==> src/rtl/cic_interp_stages.sv <==
// cic_interp_stages: I/Q CIC interpolator.
// Low-rate samples enter through a valid/ready handshake and pass through a
// comb chain. Each comb-chain output is parked in a one-entry hold register.
// On every high-rate i_strobe, the upsampler emits either the held sample
// (phase 0) or a zero. The result is then integrated by the integrator chain.
// All arithmetic is WIDTH-bit two's complement and wraps.
// Optional feature macro: CIC_INTERP_UNDERRUN_EN adds the o_underrun pulse
// output. The datapath is unchanged by it.
module cic_interp_stages #(
  parameter int WIDTH  = 16,
  parameter int FACTOR = 313,
  parameter int DELAY  = 2,
  parameter int STAGES = 5
) (
  input  logic             i_clock,
  input  logic             i_reset,
  input  logic [WIDTH-1:0] i_inph_data,
  input  logic [WIDTH-1:0] i_quad_data,
  input  logic             i_valid,
  output logic             o_ready,
  input  logic             i_strobe,
  output logic [WIDTH-1:0] o_inph_data,
  output logic [WIDTH-1:0] o_quad_data,
  output logic             o_valid
`ifdef CIC_INTERP_UNDERRUN_EN
  ,
  output logic             o_underrun
`endif
);

  localparam int PW = (FACTOR > 1) ? $clog2(FACTOR) : 1;
  localparam logic [PW-1:0] PHASE_LAST = PW'(FACTOR - 1);
  localparam logic [PW-1:0] PHASE_ONE  = (FACTOR > 1) ? PW'(1) : PW'(0);

  logic              xfer_s;
  logic [STAGES-1:0] comb_v_s;
  logic              chain_v_s;
  logic [WIDTH-1:0]  chain_i_s;
  logic [WIDTH-1:0]  chain_q_s;

  logic              hold_full_r;
  logic [WIDTH-1:0]  hold_i_r;
  logic [WIDTH-1:0]  hold_q_r;
  logic [PW-1:0]     phase_r;
  logic              up_v_r;
  logic [WIDTH-1:0]  up_i_r;
  logic [WIDTH-1:0]  up_q_r;

  // Ready depends only on state: the hold register must be empty and the
  // comb chain idle. i_valid and i_strobe are not part of this expression.
  assign o_ready = !i_reset && !hold_full_r && !(|comb_v_s);
  assign xfer_s  = i_valid && o_ready;

  // Comb chain: y[n] = x[n] - x[n-DELAY]. Each stage advances only on its
  // input valid.
  for (genvar k = 0; k < STAGES; k++) begin : g_comb
    logic [WIDTH-1:0] x_i_s;
    logic [WIDTH-1:0] x_q_s;
    logic             x_v_s;
    logic [WIDTH-1:0] y_i_r;
    logic [WIDTH-1:0] y_q_r;
    logic             v_r;
    logic [WIDTH-1:0] dl_i_r [DELAY];
    logic [WIDTH-1:0] dl_q_r [DELAY];

    if (k == 0) begin : g_first
      assign x_i_s = i_inph_data;
      assign x_q_s = i_quad_data;
      assign x_v_s = xfer_s;
    end else begin : g_next
      assign x_i_s = g_comb[k-1].y_i_r;
      assign x_q_s = g_comb[k-1].y_q_r;
      assign x_v_s = g_comb[k-1].v_r;
    end

    assign comb_v_s[k] = v_r;

    // Comb difference and delay-line shift, gated by the stage input valid.
    always_ff @(posedge i_clock) begin
      if (i_reset) begin
        v_r   <= 1'b0;
        y_i_r <= '0;
        y_q_r <= '0;
        for (int d = 0; d < DELAY; d++) begin
          dl_i_r[d] <= '0;
          dl_q_r[d] <= '0;
        end
      end else begin
        v_r <= x_v_s;
        if (x_v_s) begin
          y_i_r     <= x_i_s - dl_i_r[DELAY-1];
          y_q_r     <= x_q_s - dl_q_r[DELAY-1];
          dl_i_r[0] <= x_i_s;
          dl_q_r[0] <= x_q_s;
          for (int d = 1; d < DELAY; d++) begin
            dl_i_r[d] <= dl_i_r[d-1];
            dl_q_r[d] <= dl_q_r[d-1];
          end
        end
      end
    end
  end

  assign chain_v_s = g_comb[STAGES-1].v_r;
  assign chain_i_s = g_comb[STAGES-1].y_i_r;
  assign chain_q_s = g_comb[STAGES-1].y_q_r;

  // Hold register and zero-stuffing upsampler stepped by i_strobe.
  // A consume in the same cycle as a load lets the clear win; in practice
  // ready gating keeps the two apart.
  always_ff @(posedge i_clock) begin
    if (i_reset) begin
      hold_full_r <= 1'b0;
      hold_i_r    <= '0;
      hold_q_r    <= '0;
      phase_r     <= '0;
      up_v_r      <= 1'b0;
      up_i_r      <= '0;
      up_q_r      <= '0;
    end else begin
      up_v_r <= i_strobe;
      if (chain_v_s) begin
        hold_i_r    <= chain_i_s;
        hold_q_r    <= chain_q_s;
        hold_full_r <= 1'b1;
      end
      if (i_strobe) begin
        if (phase_r == PW'(0)) begin
          if (hold_full_r) begin
            up_i_r      <= hold_i_r;
            up_q_r      <= hold_q_r;
            hold_full_r <= 1'b0;
            phase_r     <= PHASE_ONE;
          end else begin
            up_i_r <= '0;
            up_q_r <= '0;
          end
        end else begin
          up_i_r  <= '0;
          up_q_r  <= '0;
          phase_r <= (phase_r == PHASE_LAST) ? PW'(0) : phase_r + PW'(1);
        end
      end
    end
  end

`ifdef CIC_INTERP_UNDERRUN_EN
  logic underrun_r;

  // One-cycle pulse after a phase-0 strobe that finds the hold register empty.
  always_ff @(posedge i_clock) begin
    if (i_reset) begin
      underrun_r <= 1'b0;
    end else begin
      underrun_r <= i_strobe && (phase_r == PW'(0)) && !hold_full_r;
    end
  end

  assign o_underrun = underrun_r;
`endif

  // Integrator chain: acc <= acc + x on input valid, with modular wrap.
  for (genvar k = 0; k < STAGES; k++) begin : g_int
    logic [WIDTH-1:0] x_i_s;
    logic [WIDTH-1:0] x_q_s;
    logic             x_v_s;
    logic [WIDTH-1:0] acc_i_r;
    logic [WIDTH-1:0] acc_q_r;
    logic             v_r;

    if (k == 0) begin : g_first
      assign x_i_s = up_i_r;
      assign x_q_s = up_q_r;
      assign x_v_s = up_v_r;
    end else begin : g_next
      assign x_i_s = g_int[k-1].acc_i_r;
      assign x_q_s = g_int[k-1].acc_q_r;
      assign x_v_s = g_int[k-1].v_r;
    end

    // Accumulate on input valid; the valid travels one stage per cycle.
    always_ff @(posedge i_clock) begin
      if (i_reset) begin
        v_r     <= 1'b0;
        acc_i_r <= '0;
        acc_q_r <= '0;
      end else begin
        v_r <= x_v_s;
        if (x_v_s) begin
          acc_i_r <= acc_i_r + x_i_s;
          acc_q_r <= acc_q_r + x_q_s;
        end
      end
    end
  end

  assign o_inph_data = g_int[STAGES-1].acc_i_r;
  assign o_quad_data = g_int[STAGES-1].acc_q_r;
  assign o_valid     = g_int[STAGES-1].v_r;

endmodule

==> config.mk <==
export PLATFORM = sky130hd
export DESIGN_NAME = cic_interp_stages
export DESIGN_NICKNAME = d
export VERILOG_FILES = /design/src/rtl/cic_interp_stages.sv
export SDC_FILE = /design/constraint.sdc
export NUM_CORES = 2
export LEC_CHECK = 0
export BUFFER_PORTS_ARGS = -buffer_cell sky130_fd_sc_hd__buf_2
export CAP_MARGIN = 20
export CORE_UTILIZATION = 45
export CTS_CLUSTER_SIZE = 25
export DETAILED_ROUTE_END_ITERATION = 8
export GPL_TIMING_DRIVEN = 0
export PLACE_DENSITY_LB_ADDON = 0.15
export REMOVE_ABC_BUFFERS = 1
export SLEW_MARGIN = 25
export SYNTH_ARGS = -nofsm -noshare
export SYNTH_HDL_FRONTEND = slang
export SYNTH_SLANG_ARGS = --single-unit
==> constraint.sdc <==
create_clock -name i_clock -period 4.7 [get_ports i_clock]
set_clock_uncertainty 0.15 [all_clocks]
set_input_delay 0.94 -clock i_clock [delete_from_list [all_inputs] [get_ports i_clock]]
set_output_delay 0.94 -clock i_clock [all_outputs]
set_load 0.02 [all_outputs]
# After elaboration in Yosys (flattened, before gate mapping)
# Memories as Yosys holds them, arrays and structs flattened.
# Index checks and enable logic that the tools add are counted.
dict set report classes {
  n_mux 48
  multipliers 0
  n_addsub 21
  reduce_logical 9
  div_mod_pow 0
  n_lt_le_gt_ge 0
  shifts 0
  bitwise_logic 20
  eq_ne 2
}
# op count
set ops {}
lappend ops {{$mux W16} 24}
lappend ops {{$add A16 B16 Y16} 10}
lappend ops {{$sub A16 B16 Y16} 10}
lappend ops {{$mux W9} 3}
lappend ops {{$mux W1} 21}
lappend ops {{$or A1 B1 Y1} 20}
lappend ops {{$add A9 B1 Y9 const B} 1}
lappend ops {{$eq A9 B9 Y1 const B} 1}
lappend ops {{$logic_not A9 Y1} 1}
lappend ops {{$reduce_or A5 Y1} 1}
lappend ops {{$logic_and A1 B1 Y1} 3}
lappend ops {{$logic_not A1 Y1} 3}
lappend ops {{$ne A2 B2 Y1 const B} 1}
lappend ops {{$reduce_and A2 Y1} 1}
dict set report totals {
  register_bits 405
  out_inout_bits 34
  memories 10
  mem_bits_rw 320
  elab_cells 147
  input_bits 36
  latchBits 0
  rom_bits 0
}
# memory depth word_bits rd rd_clocked_by_memory_dff write_ports line
set memory_table {}
lappend memory_table {{g_comb[0].dl_i_r} 2 16 2 0 2 63} ;# logic [WIDTH-1:0] dl_i_r [DELAY];
lappend memory_table {{g_comb[0].dl_q_r} 2 16 2 0 2 64} ;# logic [WIDTH-1:0] dl_q_r [DELAY];
lappend memory_table {{g_comb[1].dl_i_r} 2 16 2 0 2 63}
lappend memory_table {{g_comb[1].dl_q_r} 2 16 2 0 2 64}
lappend memory_table {{g_comb[2].dl_i_r} 2 16 2 0 2 63}
lappend memory_table {{g_comb[2].dl_q_r} 2 16 2 0 2 64}
lappend memory_table {{4 more memories} -- -- -- -- -- --}

# Logic depth before layout (Yosys ltp)
dict set report logic_depth {
  word_depth 8
  ltp_mapped 10
  ltp_nobuf 10
}

# Least setup slack after synthesis
# No wires, ideal clock.
dict set report synth_path {
  kind {input-to-reg}
  start {in i_reset}
  end {mem g_comb[0].dl_i_r[0][0], enable pin}
  setup_time_ns 0.424
  required_ns 4.126
  arrival_time_ns 3.770
  n_path_buf 3
  path_slack_ns 0.357
  stages 8
  cell_sequence {clkbuf_1 nor2_2 nand2_1 nor4_2 nand2_1 buf_2 buf_1 nand2_1}
}
# item line
set synth_rtl {}
lappend synth_rtl {{from (decl)} 16} ;# input logic i_reset,
lappend synth_rtl {{to (decl)} 63}

# Worst setup path in the final report
dict set report layout_path {
  start {in i_reset}
  end {out o_ready}
}
dict set report layout_via {
  elab_chain_len 3
}
# item line
set layout_rtl {}
lappend layout_rtl {{$logic_not A1 Y1} 51} ;# assign o_ready = !i_reset && !hold_full_r && !(|comb_v_s);
lappend layout_rtl {{$logic_and A1 B1 Y1 (2 in series)} 51}
lappend layout_rtl {{to (decl)} 20} ;# output logic o_ready,
# No other way between the ends.

==> impl_metrics.yaml <==
layout:
  syn_to_final_growth_pct: 11.7
  diodes: 0
  fin_area_um2: 44600
  drive_gt1_share_pct: 6.55
  nNetsFinal: 4493
  n_fill_cell: 8037
routing:
  antenna_left: 0
  vias: 28900
  drcViolationCount: 0
  via_per_inst: 5.39
  routed_wl_mm: 80.5
  drt_iter0_drc: 1340
  wl_per_cell_um: 15.0
  drt_pass1_iterations: 5
sta:
  clock.fmax_ghz: 0.224
  fin_crit_sh_pct: 95.1
  layout_min_cycle_time_ns: 4.47
  rsz0062_at_grt: "false"
  final.setup.worst_slack_ns: 0.230
  worst_slew_pin_slew_ns: 0.814
  setup_violations: 0
  drv_slew: 0
  hold_ws_ns: 0.299
  max_slew_margin_pct: 45.7
  hold_viol: 0
  setup_tns_ns: 0
die:
  die_area_um2: 90000
  io_pins: 70
  die_x_um: 300
  rows: 108
  dieHeight_um: 300
  start_util_pct: 45.7
  core_area_um2: 87400
worst_setup_path:
  critPathKind: "in -> out"
  rr_endpoint: "g_comb[0].dl_i_r[0][28]$_SDFFCE_PN0P_"
  reg2reg_slack_ns: 0.85
  cp_max_fo: 70
  rr_startpoint: "g_comb[2].v_r$_SDFF_PP0_"
  ff2ff_path_depth: 8
  cp-start-kind: "primary input"
  cp_data_required_time_ns: 3.61
  cp-end-kind: "output port"
  crit_arrival_ns: 3.38
min_path:
  hp-class: "reg -> reg"
  holdPathEnd: "chain_i_s[15]$_SDFFE_PP0P_"
  min_path_cells: 2
  hp-start: "chain_i_s[15]$_SDFFE_PP0P_"
pwr:
  peakVddDrop_uv: 336
  power.leakage_nw: 18.7
  intPower_mw: 11.6
  p_per_area_nw_per_um2: 346
  power.total_mw: 15.5
  seqPwrFrac_pct: 45.2
  p_sw_share_pct: 24.9
  pwr-share-comb_pct: 11.3
  p_sw_mw: 3.85
  clockPowerShare_pct: 43.4
outcome:
  outcome: "finished, final reports clean"
grt:
  grt_pass1_vias: 27500
  antenna_found_initial: 0
  grt_overflow: 0
  grt_max_degree: 109
  grt_pass1_wl_mm: 135
  grt_usage_pct: 17.9
clock_network:
  clk_path_buf_depth: 3
  cts_hold_buffers: 0
  cts_tree: "built"
  clk_latency_ns: 0.63
  cts_buffers: 85
  clock-root-buffer: "clkbuf_16"
  postCtsSetupBuffers: 0
  htreeDepth: 3
  cts_resized: 1
  path_clk_slew_ns: 0.06
  clock_sinks: 725
synthesis:
  ys_top_cells_by_count: "405 x dfxtp_1, 383 x nor2_1, 320 x edfxtp_1"
  synth-edff-count: 320
  syn_area_um2: 40000
  synth_top_area_share_pct: 24.0
  synth_area_leaders: "edfxtp_1 24%, dfxtp_1 20%, ha_1 9.5%"
  ys_ff_latch: 725
  yosysMostFrequentCell: "dfxtp_1"
  yosysWarningCount: 0
  syn_area_per_cell_um2: 9.69
  yosysTopAreaCell: "edfxtp_1"
  synth_cells: 4124
  ys_types: 77
  ys.flop_type: "dfxtp_1"
  synthArstFlopShare_pct: 0
  ys_seq_area_share_pct: 44.3
placement:
  dp_hpwl_mm: 57.3
  gp_congestion: 0.835
  io_buffer_count: 69
  placed_area_um2: 41700
  place_ws_ns: -0.747
run:
  maxCapViolCount: 0
-- power by group through the flow --
stage / combinational, mW / sequential, mW / clock [mW]
final: 1.75 / 7.00 / 6.71
after global routing: 1.98 / 7.03 / 7.14
after CTS: 1.77 / 7.00 / 6.91
after detailed placement: 1.76 / 7.13 / 0
after global placement: 1.68 / 7.16 / 0
after floorplan: 1.30 / 7.09 / 0
-- cells by family (layout without fill, tap and decap cells) --
logic type	after synthesis	in the layout	synth area share (%)
and+or+nand+nor	1367	1367	17.8
AOI/OAI and AO/OA	953	953	15.4
DFF	725	725	44.3
buffers and inverters	413	490	3.89
adders and majority gates	322	322	10.5
xor gates and xnor gates	173	173	3.79
muxes	171	171	4.34
-- metal layers --
metal  GRT usage, %  vias to the layer above  part of all wire [%]
met1           23.8                    13400                    49
met5              0                        -                     0
met2           29.8                      362                    46
li1               -                    15000                     -
met3           2.43                      125                   2.8
met4           5.88                        0                   2.6
-- stage by stage --
step                std cells  utilization, %
global route             5356            51.0
detailed placement       5203            47.8
global placement         5179            47.0
floorplan                3955               -
CTS                      5356            51.0
finish                   5356            51.0
-- flip-flops by register name, indices dropped and copies added (netlist names), 64 cells and up --
signal	flops
g_comb.dl_i_r	160
g_comb.dl_q_r	160
g_comb.y_i_r	64
g_comb.y_q_r	64
g_int.acc_i_r	64
g_int.acc_q_r	64
-- layout make-up --
type	count	area, um2	area share (%)
multi-input combinational	2986	20700	46.4
sequential	725	17700	39.7
clock buffer	109	2380	5.33
tap	1155	1450	3.24
inverter	244	935	2.09
timing repair buffer	93	911	2.04
clock inverter	44	502	1.12
-- worst max-delay path, stage by stage --
cell and delay, ns:
buf_8 0.19, buf_16 0.27, nor2_2 0.42, nand2_1 0.27, nor4_4 0.45, buf_4 0.31
buf_4 0.24, buf_2 0.19
-- cell usage in the layout, fill, tap and decap left out, drive strengths merged, types with 120 or more instances in the layout --
cell type,Yosys,routed
and3,147,147
a21oi,246,246
inv,243,245
xnor2,120,120
edfxtp,320,320
dfxtp,405,405
ha,302,302
o21ai,207,207
nor2,384,384
nand2,202,202
mux2i,153,153
and2,196,196
-- worst max-delay path by stage --
stage | start | end | slack (ns) | cells past startpoint
finish | i_reset | o_ready | 0.23 | 8
floorplan | g_comb[2].v_r$_SDFF_PP0_ | g_comb[0].dl_i_r[0][0]$_SDFFCE_PN0P_ | -2.82 | 5
global placement | i_reset | g_comb[1].y_i_r[14]$_SDFFE_PP0P_ | -10.69 | 7
CTS | i_reset | o_ready | 0.16 | 8
detailed placement | i_reset | g_comb[1].y_i_r[14]$_SDFFE_PP0P_ | -0.75 | 11
global route | i_reset | o_ready | 0.02 | 8
(Power assumes the default switching activity.)
